===== config.mk =====
export PLATFORM = sky130hd
export DESIGN_NAME = reg_bank_arbiter
export DESIGN_NICKNAME = d
export VERILOG_FILES = /design/src/rtl/reg_bank_arb_pkg.sv /design/src/rtl/rr_arbiter2.sv /design/src/rtl/reg_bank_arbiter.sv
export SDC_FILE = /design/constraint.sdc
export NUM_CORES = 1
export LEC_CHECK = 0
export ABC_AREA = 1
export CORE_MARGIN = 8
export CORE_UTILIZATION = 45
export DETAILED_ROUTE_END_ITERATION = 12
export GPL_ROUTABILITY_DRIVEN = 0
export PLACE_DENSITY_LB_ADDON = 0.3
export SLEW_MARGIN = 5
export SYNTH_ARGS = -nofsm -noshare
export SYNTH_HDL_FRONTEND = slang
export SYNTH_SLANG_ARGS = --single-unit

===== constraint.sdc =====
create_clock -name clk -period 1.4 [get_ports clk]
set_input_delay 0.28 -clock clk [delete_from_list [all_inputs] [get_ports clk]]
set_output_delay 0.28 -clock clk [all_outputs]
set_load 0.02 [all_outputs]

===== src/rtl/reg_bank_arb_pkg.sv =====
// Shared types and constants for the configuration register bank arbiter.
package reg_bank_arb_pkg;

    // Width of the optional simultaneous-request counter.
    localparam int CONFLICT_CNT_W = 8;

    // Transaction sequencer states.
    typedef enum logic [1:0] {
        IDLE   = 2'd0,
        ACCESS = 2'd1,
        DONE   = 2'd2
    } state_t;

    // Requester identity; also the encoding of the round-robin last_grant.
    typedef enum logic {
        REQ_SPI = 1'b0,
        REQ_I2C = 1'b1
    } req_id_t;

endpackage


===== src/rtl/rr_arbiter2.sv =====
// Combinational two-way round-robin pick between the SPI and I2C requesters.
// A lone requester wins outright; on a tie the one not granted last wins.
module rr_arbiter2
    import reg_bank_arb_pkg::*;
(
    input  logic i_req_spi,
    input  logic i_req_i2c,
    input  logic i_last_grant,
    output logic o_grant,
    output logic o_valid
);

    req_id_t w_last_grant;
    req_id_t w_grant;

    assign w_last_grant = req_id_t'(i_last_grant);

    // Select the winner from the current request levels and the last grant.
    always_comb begin
        // NOTE: default every combinational output first so no path can infer a latch.
        w_grant = REQ_SPI;
        if (i_req_spi && i_req_i2c) begin
            w_grant = (w_last_grant == REQ_I2C) ? REQ_SPI : REQ_I2C;
        end else if (i_req_i2c) begin
            w_grant = REQ_I2C;
        end
    end

    assign o_grant = w_grant;
    assign o_valid = i_req_spi | i_req_i2c;

endmodule


===== src/rtl/reg_bank_arbiter.sv =====
// Serialises SPI and I2C register transactions onto the single-port
// configuration register bank: IDLE -> ACCESS (bank strobe) -> DONE (ack).
// Optional feature macro: ARB_CONFLICT_CNT_EN adds the conflict_cnt port and
// its saturating count of IDLE cycles with both requests high.
module reg_bank_arbiter
    import reg_bank_arb_pkg::*;
#(
    parameter int ADDR_WIDTH = 3,
    parameter int DATA_WIDTH = 8
) (
    input  logic                      clk,
    input  logic                      rst,
    input  logic                      spi_req,
    input  logic                      spi_we,
    input  logic [ADDR_WIDTH-1:0]     spi_addr,
    input  logic [DATA_WIDTH-1:0]     spi_wdata,
    output logic                      spi_ack,
    output logic [DATA_WIDTH-1:0]     spi_rdata,
    input  logic                      i2c_req,
    input  logic                      i2c_we,
    input  logic [ADDR_WIDTH-1:0]     i2c_addr,
    input  logic [DATA_WIDTH-1:0]     i2c_wdata,
    output logic                      i2c_ack,
    output logic [DATA_WIDTH-1:0]     i2c_rdata,
    output logic                      bank_en,
    output logic                      bank_we,
    output logic [ADDR_WIDTH-1:0]     bank_addr,
    output logic [DATA_WIDTH-1:0]     bank_wdata,
    input  logic [DATA_WIDTH-1:0]     bank_rdata,
    output logic                      busy
`ifdef ARB_CONFLICT_CNT_EN
    ,
    output logic [CONFLICT_CNT_W-1:0] conflict_cnt
`endif
);

    state_t                  r_state;
    req_id_t                 r_id;
    req_id_t                 r_last_grant;
    logic                    r_we;
    logic                    r_bank_en;
    logic                    r_bank_we;
    logic [ADDR_WIDTH-1:0]   r_bank_addr;
    logic [DATA_WIDTH-1:0]   r_bank_wdata;
    logic                    r_spi_ack;
    logic                    r_i2c_ack;
    logic [DATA_WIDTH-1:0]   r_spi_rdata;
    logic [DATA_WIDTH-1:0]   r_i2c_rdata;
    logic                    r_busy;

    logic                    w_grant;
    logic                    w_valid;
    req_id_t                 w_grant_id;
    logic                    w_sel_we;
    logic [ADDR_WIDTH-1:0]   w_sel_addr;
    logic [DATA_WIDTH-1:0]   w_sel_wdata;

    rr_arbiter2 u_rr_arbiter2 (
        .i_req_spi    (spi_req),
        .i_req_i2c    (i2c_req),
        .i_last_grant (r_last_grant),
        .o_grant      (w_grant),
        .o_valid      (w_valid)
    );

    assign w_grant_id  = req_id_t'(w_grant);
    assign w_sel_we    = (w_grant_id == REQ_I2C) ? i2c_we    : spi_we;
    assign w_sel_addr  = (w_grant_id == REQ_I2C) ? i2c_addr  : spi_addr;
    assign w_sel_wdata = (w_grant_id == REQ_I2C) ? i2c_wdata : spi_wdata;

    // Transaction sequencer with registered bank strobes, acks and read data.
    always_ff @(posedge clk) begin
        // NOTE: all sequential state uses non-blocking assignments; reset is synchronous.
        if (rst) begin
            r_state      <= IDLE;
            r_id         <= REQ_SPI;
            r_last_grant <= REQ_I2C;
            r_we         <= 1'b0;
            r_bank_en    <= 1'b0;
            r_bank_we    <= 1'b0;
            r_bank_addr  <= '0;
            r_bank_wdata <= '0;
            r_spi_ack    <= 1'b0;
            r_i2c_ack    <= 1'b0;
            r_spi_rdata  <= '0;
            r_i2c_rdata  <= '0;
            r_busy       <= 1'b0;
        end else begin
            unique case (r_state)
                IDLE: begin
                    if (w_valid) begin
                        r_id         <= w_grant_id;
                        r_last_grant <= w_grant_id;
                        r_we         <= w_sel_we;
                        r_bank_en    <= 1'b1;
                        r_bank_we    <= w_sel_we;
                        r_bank_addr  <= w_sel_addr;
                        r_bank_wdata <= w_sel_wdata;
                        r_busy       <= 1'b1;
                        r_state      <= ACCESS;
                    end
                end
                ACCESS: begin
                    r_bank_en <= 1'b0;
                    r_bank_we <= 1'b0;
                    if (r_id == REQ_SPI) begin
                        r_spi_ack <= 1'b1;
                    end else begin
                        r_i2c_ack <= 1'b1;
                    end
                    r_state <= DONE;
                end
                DONE: begin
                    r_spi_ack <= 1'b0;
                    r_i2c_ack <= 1'b0;
                    if (!r_we) begin
                        if (r_id == REQ_SPI) begin
                            r_spi_rdata <= bank_rdata;
                        end else begin
                            r_i2c_rdata <= bank_rdata;
                        end
                    end
                    r_busy  <= 1'b0;
                    r_state <= IDLE;
                end
                default: begin
                    r_state <= IDLE;
                end
            endcase
        end
    end

`ifdef ARB_CONFLICT_CNT_EN
    logic [CONFLICT_CNT_W-1:0] r_conflict_cnt;

    // Count IDLE cycles with both requests high, saturating at all-ones.
    always_ff @(posedge clk) begin
        if (rst) begin
            r_conflict_cnt <= '0;
        end else if ((r_state == IDLE) && spi_req && i2c_req && (r_conflict_cnt != '1)) begin
            r_conflict_cnt <= r_conflict_cnt + CONFLICT_CNT_W'(1);
        end
    end

    assign conflict_cnt = r_conflict_cnt;
`endif

    // Bank read data only becomes valid in the DONE cycle, so the winner's
    // rdata bypasses the holding register while its read ack is high; the
    // register captures the same value as DONE ends and holds it afterwards.
    assign spi_rdata  = (r_spi_ack && !r_we) ? bank_rdata : r_spi_rdata;
    assign i2c_rdata  = (r_i2c_ack && !r_we) ? bank_rdata : r_i2c_rdata;

    assign spi_ack    = r_spi_ack;
    assign i2c_ack    = r_i2c_ack;
    assign bank_en    = r_bank_en;
    assign bank_we    = r_bank_we;
    assign bank_addr  = r_bank_addr;
    assign bank_wdata = r_bank_wdata;
    assign busy       = r_busy;

endmodule


Word level (Yosys, flattened, before mapping)
Index checks and enable logic that the tools add are counted.

Input bits: 36. Output and inout port bits: 32. Flip-flop bits (word level): 37. Word-level logic and storage cells: 55.

Bitwise operators: 3. Reduce and logical (&&, ||, !) cells: 15. Multiplexer cells: 19. Equal/unequal tests: 5.

Operators by type and width (count): $mux W8 (3); $pmux W1 S2 (5); $reduce_and A2 Y1 (5); $mux W1 (8); $reduce_and A3 Y1 (2); $reduce_bool A2 Y1 (3); $ne A2 B2 Y1 const B (2); $pmux W2 S2 (1); $logic_and A1 B1 Y1 (3); $mux W3 (1); $eq A2 B1 Y1 const B (1); $eq A2 B2 Y1 const B (1); $logic_not A2 Y1 (1); $mux W2 (1); $ne A2 B1 Y1 const B (1); $not A1 Y1 (2); $logic_not A1 Y1 (1); $or A1 B1 Y1 (1).

Logic depth before layout (Yosys ltp)
Gate-level depths: netlist of the first run.

Depth after elaboration: 5. Gate-level depth with buffers: 8. Depth with buffers taken out: 6.

By module
A second synthesis of the first run with hierarchy kept.

Cells, all modules: 266. Area total of the unflattened synthesis: 1727.9 um^2.

By module, submodules not included: reg_bank_arbiter (instances 1, area each 1712.9 um^2, cells each 263); rr_arbiter2 (instances 1, area each 15.0 um^2, cells each 3).

Worst setup path before layout of the first run
Ideal clock, no wire load.

Kind: register -> output. Start point: reg r_i2c_ack, in the netlist i2c_ack. End point: out i2c_rdata[0]. Slack: -0.158 ns. Data required time: 1.120 ns. Arrival: 1.278 ns. Cell stages (with the launch flop): 4. Path through: dfxtp_1 > nand2_1 > buf_2 > o21ai_0.

Cells in the longest elaborated chain, start to end: 2.

RTL lines: start, declared (RTL line reg_bank_arbiter.sv:46) `logic r_i2c_ack;`; start signal, assigned (RTL line reg_bank_arbiter.sv:84) `r_i2c_ack <= 1'b0;`; start signal, assigned (RTL line reg_bank_arbiter.sv:109) `r_i2c_ack <= 1'b1;`; start signal, assigned (RTL line reg_bank_arbiter.sv:115) `r_i2c_ack <= 1'b0;`; $logic_and A1 B1 Y1 (RTL line reg_bank_arbiter.sv:152) `assign i2c_rdata = (r_i2c_ack && !r_we) ? bank_rdata : r_i2c_rdata;`; $mux W8 (RTL line reg_bank_arbiter.sv:152); end, declared (RTL line reg_bank_arbiter.sv:24) `output logic [DATA_WIDTH-1:0] i2c_rdata,`.

No other way between the ends.

Worst setup path after layout of the first run
Start point: reg r_we. End point: out i2c_rdata[3].

Cells in the longest elaborated chain, start to end: 3.

RTL lines: start, declared (RTL line reg_bank_arbiter.sv:40) `logic r_we;`; start signal, assigned (RTL line reg_bank_arbiter.sv:94) `r_we <= w_sel_we;`; $logic_not A1 Y1 (RTL line reg_bank_arbiter.sv:152); $logic_and A1 B1 Y1 (RTL line reg_bank_arbiter.sv:152); $mux W8 (RTL line reg_bank_arbiter.sv:152).

No other way between the ends.

==> results of run 1 <==
[layout make-up]
type,count,area (um^2),area share (%)
timing repair buffer,92,880.8,29.51
tap,50,62.56,2.096
clock buffer,7,86.33,2.892
sequential,37,744.5,24.94
multi-input combinational,214,1074,35.96
clock inverter,1,30.03,1.006
inverter,28,107.6,3.604
[synthesized netlist by cell type]
master and instances:
nand2_1 89, nor2_1 52, dfxtp_1 37, inv_1 26, nand3_1 24, o21ai_0 16
a21oi_1 12, a21boi_0 9, buf_6 7, buf_2 6, nand2_2 3, a21boi_1 2
inv_2 2, nand2_4 2, nor2_2 2, a21oi_2 1, buf_4 1, clkbuf_2 1
nand4_1 1, nor2_4 1
[registers in the layout (all words and copies together) (netlist names), 2 cells and up]
signal       cells
r_state          2
bank_wdata       8
r_spi_rdata      8
bank_addr        3
r_i2c_rdata      8
[power groups by stage]
stage          sequential, uW  clock [uW]  combinational [uW]
2_1_floorplan            1260           0                 397
3_3_place_gp             1200           0                 809
3_5_place_dp             1200           0                 820
4_1_cts                  1180         976                 831
5_1_grt                  1190        1030                 938
6_report                 1180         959                 853
[kinds of logic (layout without fill, tap and decap cells)]
group	count (synthesis)	in the layout	share of synthesized area (%)
AND/OR/NAND/NOR	174	174	37.55
AO/OA/AOI/OAI	40	40	12.06
buffers and inverters	43	128	11.80
flip-flops	37	37	38.59
[worst min-delay path by stage]
stage	to	depth (start not counted)	slack (ns)
after floorplan	r_id$_SDFFE_PP0P_	1	0.34
after global placement	bank_en$_SDFFE_PP0P_	2	0.44
after detailed placement	bank_en$_SDFFE_PP0P_	2	0.45
after CTS	bank_en$_SDFFE_PP0P_	2	0.46
after global routing	bank_en$_SDFFE_PP0P_	2	0.48
final	bank_en$_SDFFE_PP0P_	2	0.45
[worst reg2reg max path, cell delays in order (launching register included)]
cell	delay, ns
dfxtp_2	0.34
inv_4	0.08
buf_4	0.11
nand2_2	0.05
nor2_4	0.30
nand2_1	0.09
nand2_1	0.08
nor2_1	0.04
[timing repair]
action                                  4_1_cts  5_1_grt
setup buffers                                 0        0
endpoints found under the hold margin         0        0
gates cloned                                  1        1
endpoints found under the setup margin       32       18
resized for setup                           126       28
[routing by layer]
layer / part of all wire (%) / global-route usage [%]
met5: 0 / 0
met4: 3.1 / 8.750
met3: 7.0 / 6.291
met2: 48 / 28.00
met1: 42 / 18.12
[through the flow]
step	total power (uW)	hold slack (ns)
floorplan	1654	0.3424
global placement	2006	0.4405
detailed placement	2021	0.4458
CTS	2985	0.4564
global route	3157	0.4802
finish	2994	0.4513
[placed cells by master (no fill, tap or decap), drive strengths merged]
cell,netlist,final
a21boi,11,11
a21oi,13,13
buf,14,41
bufinv,0,1
clkbuf,1,7
clkdlybuf4s15,0,2
clkdlybuf4s50,0,35
dfxtp,37,37
dlygate4sd2,0,14
inv,28,28
nand2,94,94
nand3,24,24
nand4,1,1
nor2,55,55
o21ai,16,16
==> flow_summary.ini, run 1 <==
[logic_synthesis]
ys_types = 20
netlist_area_um2 = 1919
avgSynthCellArea_um2 = 6.528
syn_nets = 330
synth_top_area_share_pct = 38.59
synth_seq_cells = 37
ys_seq_area_share_pct = 38.59
ys_warn_count = 0
netlist_instances = 294
synth_top_cells_by_area = dfxtp_1, nand2_1, nor2_1
yosysTopAreaCell = dfxtp_1

[floorplanning]
die_h_um = 81.31
ioPinCount = 68
core_area_um2 = 4058
num_rows = 23
start_util_pct = 47.30
die_x_um = 81.31
dieArea_um2 = 6611

[drt]
wire_per_inst_um = 12.93
antenna_left = 0
drt-initial-drc-count = 148
drt_first_pass_iters = 4
drt_wl_total_um = 5547
drc = 0
viasPerCell = 4.848
vias = 2080

[worst_setup_path]
crit_cells = 5
cp.arrival_ns = 1.21
endpoint = i2c_rdata[3]
critPathLaunch = r_we$_SDFFE_PP0P_
worst-path-buf-inv = 3
critPathTopFamily = buffers and inverters
path_cells = inv_4 > nand2_4 > buf_4 > o21ai_2 > buf_6
path_max_fanout = 4
ff2ff_setup_slack_ns = 0.22
timing.rr.start = r_we$_SDFFE_PP0P_
slowest_stage = dfxtp_2
path_class = flop to primary output
cp-end-kind = primary output
setup.worst_path.start_class = flop
required_ns = 1.12
max_stage_delay_ns = 0.34
r2r-end = r_i2c_rdata[3]$_SDFFE_PP0P_
r2r_cells = 7

[cts]
root_buffer = clkbuf_8
h-tree-depth = 2
cts_tree = done
numCtsBuffers = 5
ctsHoldBuffers = 0
clkTransAtPathRegs_ns = 0.07
clock_latency_ns = 0.29
cts_max_path_buffers = 2
clock-sinks = 37

[timing]
max_slew_margin_pct = 76.28
finalCritPeriodShare_pct = 106.8
fmax_mhz = 669.0
post-route-min-period_ns = 1.495
final-setup-viol-count = 16
worstMarginPinSlew_ns = 0.3550
hold_viol_final = 0
fin_skew_ns = 0.007130
fin_ws_ns = -0.09474
maxSlewViolCount = 0
grt_setup_unrepaired = yes
tns_ns = -1.119

[power]
p_leak_uw = 0.001411
power_frac_seq_pct = 39.5
p_per_area_nw_per_um2 = 1003
p_sw_uw = 890.0
swShare_pct = 29.72
p_int_uw = 2104
vdd.ir_drop.worst_v = 0.0007499
pwr-share-clk_pct = 32.0
p_comb_share_pct = 28.5

[place]
placed_area_um2 = 2716
placedCellCount = 419
io_buffers = 67
hpwl_um = 3829
dp_slack_ns = -0.5099

[layout]
layout.cells.non_filler = 429
antenna_cells = 0
fin_util_pct = 73.57
nets = 414
syn_to_final_growth_pct = 55.54
n_fill_cell = 326
design_area_um2 = 2985
drive_gt1_share_pct = 22.69

[global_routing]
grt_usage_pct = 16.78
grt_pass1_wl_um = 8721
grt_pass1_vias = 1978
antenna_found_initial = 0
grt_max_degree = 23
gr-total-overflow = 0

[run_status]
status = complete, but fails checks
violations = negative setup slack

[flow_run]
maxCapViolations = 0

[min_path]
hp-start = bank_en$_SDFFE_PP0P_
hold_class = flop to flop
(Power assumes the default switching activity.)
==> run 2: changes to the inputs <==
--- a/config.mk
+++ b/config.mk
@@ -7,7 +7,7 @@
 export LEC_CHECK = 0
 export ABC_AREA = 1
 export CORE_MARGIN = 8
-export CORE_UTILIZATION = 45
+export CORE_UTILIZATION = 30
 export DETAILED_ROUTE_END_ITERATION = 12
 export GPL_ROUTABILITY_DRIVEN = 0
 export PLACE_DENSITY_LB_ADDON = 0.3
==> flow_summary.ini, run 2 (synthesis gave the netlist of run 1 again) <==
[drt]
drt-met1-wl_um = 2395
drt_first_pass_iters = 4
drc = 0
top_layer = met4
wire_per_inst_um = 12.19
antenna_left = 0
wl_met3_um = 611
viasPerCell = 4.462
vias = 2048
drt_wl_total_um = 5596
met2_length_um = 2553
drt-initial-drc-count = 43

[worst_setup_path]
setup.worst_path.start_class = flop
cp.arrival_ns = 1.24
crit_cells = 5
path_class = flop to primary output
path_max_fanout = 8
slowest_stage = dfxtp_2
required_ns = 1.12
max_stage_delay_ns = 0.34
r2r_cells = 7
worst-path-buf-inv = 3
cp-end-kind = primary output
critPathTopFamily = buffers and inverters
path_cells = inv_4 > nand2_4 > clkbuf_16 > o21ai_4 > buf_6

[run_status]
status = complete, but fails checks
violations = negative setup slack

[timing]
hold_viol_final = 0
fin_skew_ns = 0.009027
maxSlewViolCount = 0
final-setup-viol-count = 15
post-route-min-period_ns = 1.518
whs_ns = 0.3940
worstMarginPinSlew_ns = 0.3540
grt_setup_unrepaired = yes
finalCritPeriodShare_pct = 108.4
fin_ws_ns = -0.1177
max_slew_margin_pct = 76.34
fmax_mhz = 658.9

[place]
io_buffers = 67
dp_slack_ns = -0.5427
placed_area_um2 = 2828
placedCellCount = 448
hpwl_um = 3897

[global_routing]
antenna_found_initial = 0
grt_usage_pct = 11.90
gr-total-overflow = 0
grt_max_degree = 32
grt_pass1_wl_um = 8790
grt_pass1_vias = 1938

[min_path]
min_path_cells = 5
hold_class = input pin to flop

[cts]
clock_latency_ns = 0.29
ctsHoldBuffers = 0
cts_tree = done
cts_max_path_buffers = 2
clock-sinks = 37
root_buffer = clkbuf_8
h-tree-depth = 2
numCtsBuffers = 5
clkTransAtPathRegs_ns = 0.08

[floorplanning]
start_util_pct = 30.58
core_area_um2 = 6277
die_h_um = 95.99
num_rows = 29
dieArea_um2 = 9213
ioPinCount = 68
die_x_um = 95.99

[layout]
layout.cells.non_filler = 459
syn_to_final_growth_pct = 65.97
design_area_um2 = 3186
drive_gt1_share_pct = 25.39
mostFrequentLayoutCells = nand2_1, nor2_1, dfxtp_1
multi_input_area_um2 = 1159
nets = 417
n_fill_cell = 612
regArea_um2 = 743.2
antenna_cells = 0
mostFrequentLayoutCell = nand2_1

[power]
vdd.ir_drop.worst_v = 0.0006362
p_per_area_nw_per_um2 = 901.1
power_uw = 2871
p_leak_uw = 0.001480

[flow_run]
maxCapViolations = 0
run 2: per-stage QoR:
stage	util, %	TNS (ns)
after floorplan	-	-0.2392
after global placement	45.05	-9.187
after detailed placement	45.05	-8.969
after CTS	48.24	-1.456
after global routing	50.75	-2.467
final	50.75	-1.485
run 2: layer usage:
metal  up-vias  GRT usage [%]
li1       1093              -
met1       891          13.52
met2        60          19.30
met3         4          6.006
met4         0          3.073
met5         -              0
run 2: path summary, 6_finish.rpt:
check | startpoint | to | slack, ns
max | r_we$_SDFFE_PP0P_ | spi_rdata[4] | -0.12
min | bank_rdata[4] | r_i2c_rdata[4]$_SDFFE_PP0P_ | 0.39
max reg2reg | r_we$_SDFFE_PP0P_ | r_i2c_rdata[3]$_SDFFE_PP0P_ | 0.19
min reg2reg | bank_en$_SDFFE_PP0P_ | bank_en$_SDFFE_PP0P_ | 0.46
run 2: where the power goes:
| group | internal [uW] | switching [uW] | total [uW] |
|---|---|---|---|
| registers | 1130 | 48.3 | 1180 |
| clock network | 399 | 398 | 798 |
| logic | 422 | 471 | 893 |
| total | 1950 | 917 | 2870 |
run 2: layout make-up:
class / count / share of cell area [%]
well taps: 77 / 3.024
repair buffers: 95 / 30.87
multi-input cells: 214 / 36.37
clock buffers: 6 / 2.592
flip-flops and latches: 37 / 23.33
clock inverters: 2 / 0.4320
inverters: 28 / 3.378
run 2: tightest hold or removal path, cell delays in order:
cell and delay [ns]:
dlymetal6s2s_1 0.10, inv_2 0.08, nand2_1 0.07, nand2_1 0.04
nor2_1 0.07
run 2: what timing repair did:
action / 4_1_cts / 5_1_grt
hold endpoints to repair: 0 / 0
gates cloned: 1 / 1
buffers inserted: 0 / 1
endpoints found under the setup margin: 32 / 17
pin swaps: 2 / 2
gates resized for setup: 138 / 28
==> run 3: changes to the inputs <==
==> constraint.sdc (replaced) <==
create_clock -name clk -period 1.3 [get_ports clk]
set_input_delay 0.26 -clock clk [delete_from_list [all_inputs] [get_ports clk]]
set_output_delay 0.26 -clock clk [all_outputs]
set_load 0.02 [all_outputs]
==> flow_summary.ini, run 3 (synthesis gave the netlist of run 1 again) <==
[place]
placed_area_um2 = 2843
placedCellCount = 450
dp_slack_ns = -0.6111
io_buffers = 67
hpwl_um = 4001

[worst_setup_path]
worst-path-buf-inv = 3
setup.worst_path.start_class = flop
path_max_fanout = 7
path_cells = inv_4 > nand2_8 > clkbuf_16 > o21ai_4 > buf_6
cp-end-kind = primary output
path_class = flop to primary output
max_stage_delay_ns = 0.34
cp.arrival_ns = 1.22
required_ns = 1.04
slowest_stage = dfxtp_2
crit_cells = 5
r2r_cells = 7
critPathTopFamily = buffers and inverters

[global_routing]
grt_usage_pct = 12.11
grt_pass1_wl_um = 8983
grt_max_degree = 24
gr-total-overflow = 0
grt_pass1_vias = 2027
antenna_found_initial = 0

[floorplanning]
dieArea_um2 = 9213
die_x_um = 95.99
ioPinCount = 68
start_util_pct = 30.58
die_h_um = 95.99
core_area_um2 = 6277
num_rows = 29

[layout]
n_fill_cell = 657
drive_gt1_share_pct = 23.90
multi_input_area_um2 = 1086
syn_to_final_growth_pct = 62.32
regArea_um2 = 745.7
nets = 420
antenna_cells = 0
layout.cells.non_filler = 462
design_area_um2 = 3115
mostFrequentLayoutCells = nand2_1, nor2_1, dfxtp_1
mostFrequentLayoutCell = nand2_1

[run_status]
violations = negative setup slack
status = complete, but fails checks

[timing]
fin_skew_ns = 0.007462
tns_ns = -2.620
grt_setup_unrepaired = yes
maxSlewViolCount = 0
final-setup-viol-count = 16
worstMarginPinSlew_ns = 0.2620
finalCritPeriodShare_pct = 114.2
max_slew_margin_pct = 82.52
post-route-min-period_ns = 1.484
hold_viol_final = 0
fmax_mhz = 673.7
fin_ws_ns = -0.1844

[drt]
drt-initial-drc-count = 50
drt_first_pass_iters = 4
wire_per_inst_um = 11.85
antenna_left = 0
drc = 0
drt_wl_total_um = 5475
viasPerCell = 4.452
vias = 2057

[power]
power_uw = 3048
p_leak_uw = 0.001462
p_per_area_nw_per_um2 = 978.4
vdd.ir_drop.worst_v = 0.0004434

[cts]
h-tree-depth = 2
clock-sinks = 37
root_buffer = clkbuf_8
clkTransAtPathRegs_ns = 0.08
cts_tree = done
clock_latency_ns = 0.29
cts_max_path_buffers = 2
numCtsBuffers = 5

[min_path]
hold_class = flop to flop
min_path_cells = 2

[flow_run]
maxCapViolations = 0
[run 3: cell count changes in the layout (fill, tap and decap cells not counted), moves of 2 or more]
cell             previous run  this run
o21ai_1                     0         4
buf_2                       0         2
buf_6                      13        11
buf_4                      23        28
nand2_1                    77        81
o21ai_4                     9         6
clkdlybuf4s15_1             0         2
nand2_4                     9         4
[run 3: worst paths after layout]
| kind | from | to | slack, ns |
|---|---|---|---|
| max | r_we$_SDFFE_PP0P_ | i2c_rdata[2] | -0.18 |
| min reg2reg | bank_en$_SDFFE_PP0P_ | bank_en$_SDFFE_PP0P_ | 0.46 |
| min | bank_en$_SDFFE_PP0P_ | bank_en$_SDFFE_PP0P_ | 0.46 |
| max reg2reg | r_state[1]$_SDFFE_PP0P_ | bank_wdata[2]$_SDFFE_PP0P_ | 0.14 |
[run 3: area by class of cell]
cell class | instances | share of cell area, %
Multi-Input combinational cell | 214 | 34.86
Timing Repair Buffer | 98 | 31.57
Sequential cell | 37 | 23.94
Inverter | 28 | 3.454
Tap cell | 77 | 3.092
Clock buffer | 6 | 2.651
Clock inverter | 2 | 0.4418
[run 3: per-stage QoR]
step                hold slack (ns)  util [%]
floorplan                    0.3224         -
detailed placement           0.4513     45.29
global placement             0.4469     45.29
finish                       0.4553     49.63
global route                 0.4783     49.63
CTS                          0.4612     47.68
[run 3: per-layer routing]
layer  track usage (%)  up-vias  wire length, um
li1                  -     1090                -
met1             12.58      902             2242
met2             20.77       60             2527
met3             6.786        5              659
met4             2.817        0               45
met5                 0        -                0
[run 3: worst min-delay path, cell delays in order, from the launching register on]
cell,delay [ns]
dfxtp_1,0.32
inv_1,0.05
a21oi_1,0.05
[run 3: power by group]
group / internal (uW) / switching [uW]
clock network: 430 / 426
logic: 436 / 490
registers: 1220 / 48.7
total: 2080 / 965
[run 3: what timing repair did]
action / CTS / global route
gates resized for setup: 131 / 21
hold buffers: 0 / 0
cloned: 0 / 1
buffers inserted: 1 / 2
endpoints found under the setup margin: 32 / 22
pin swaps: 1 / 2
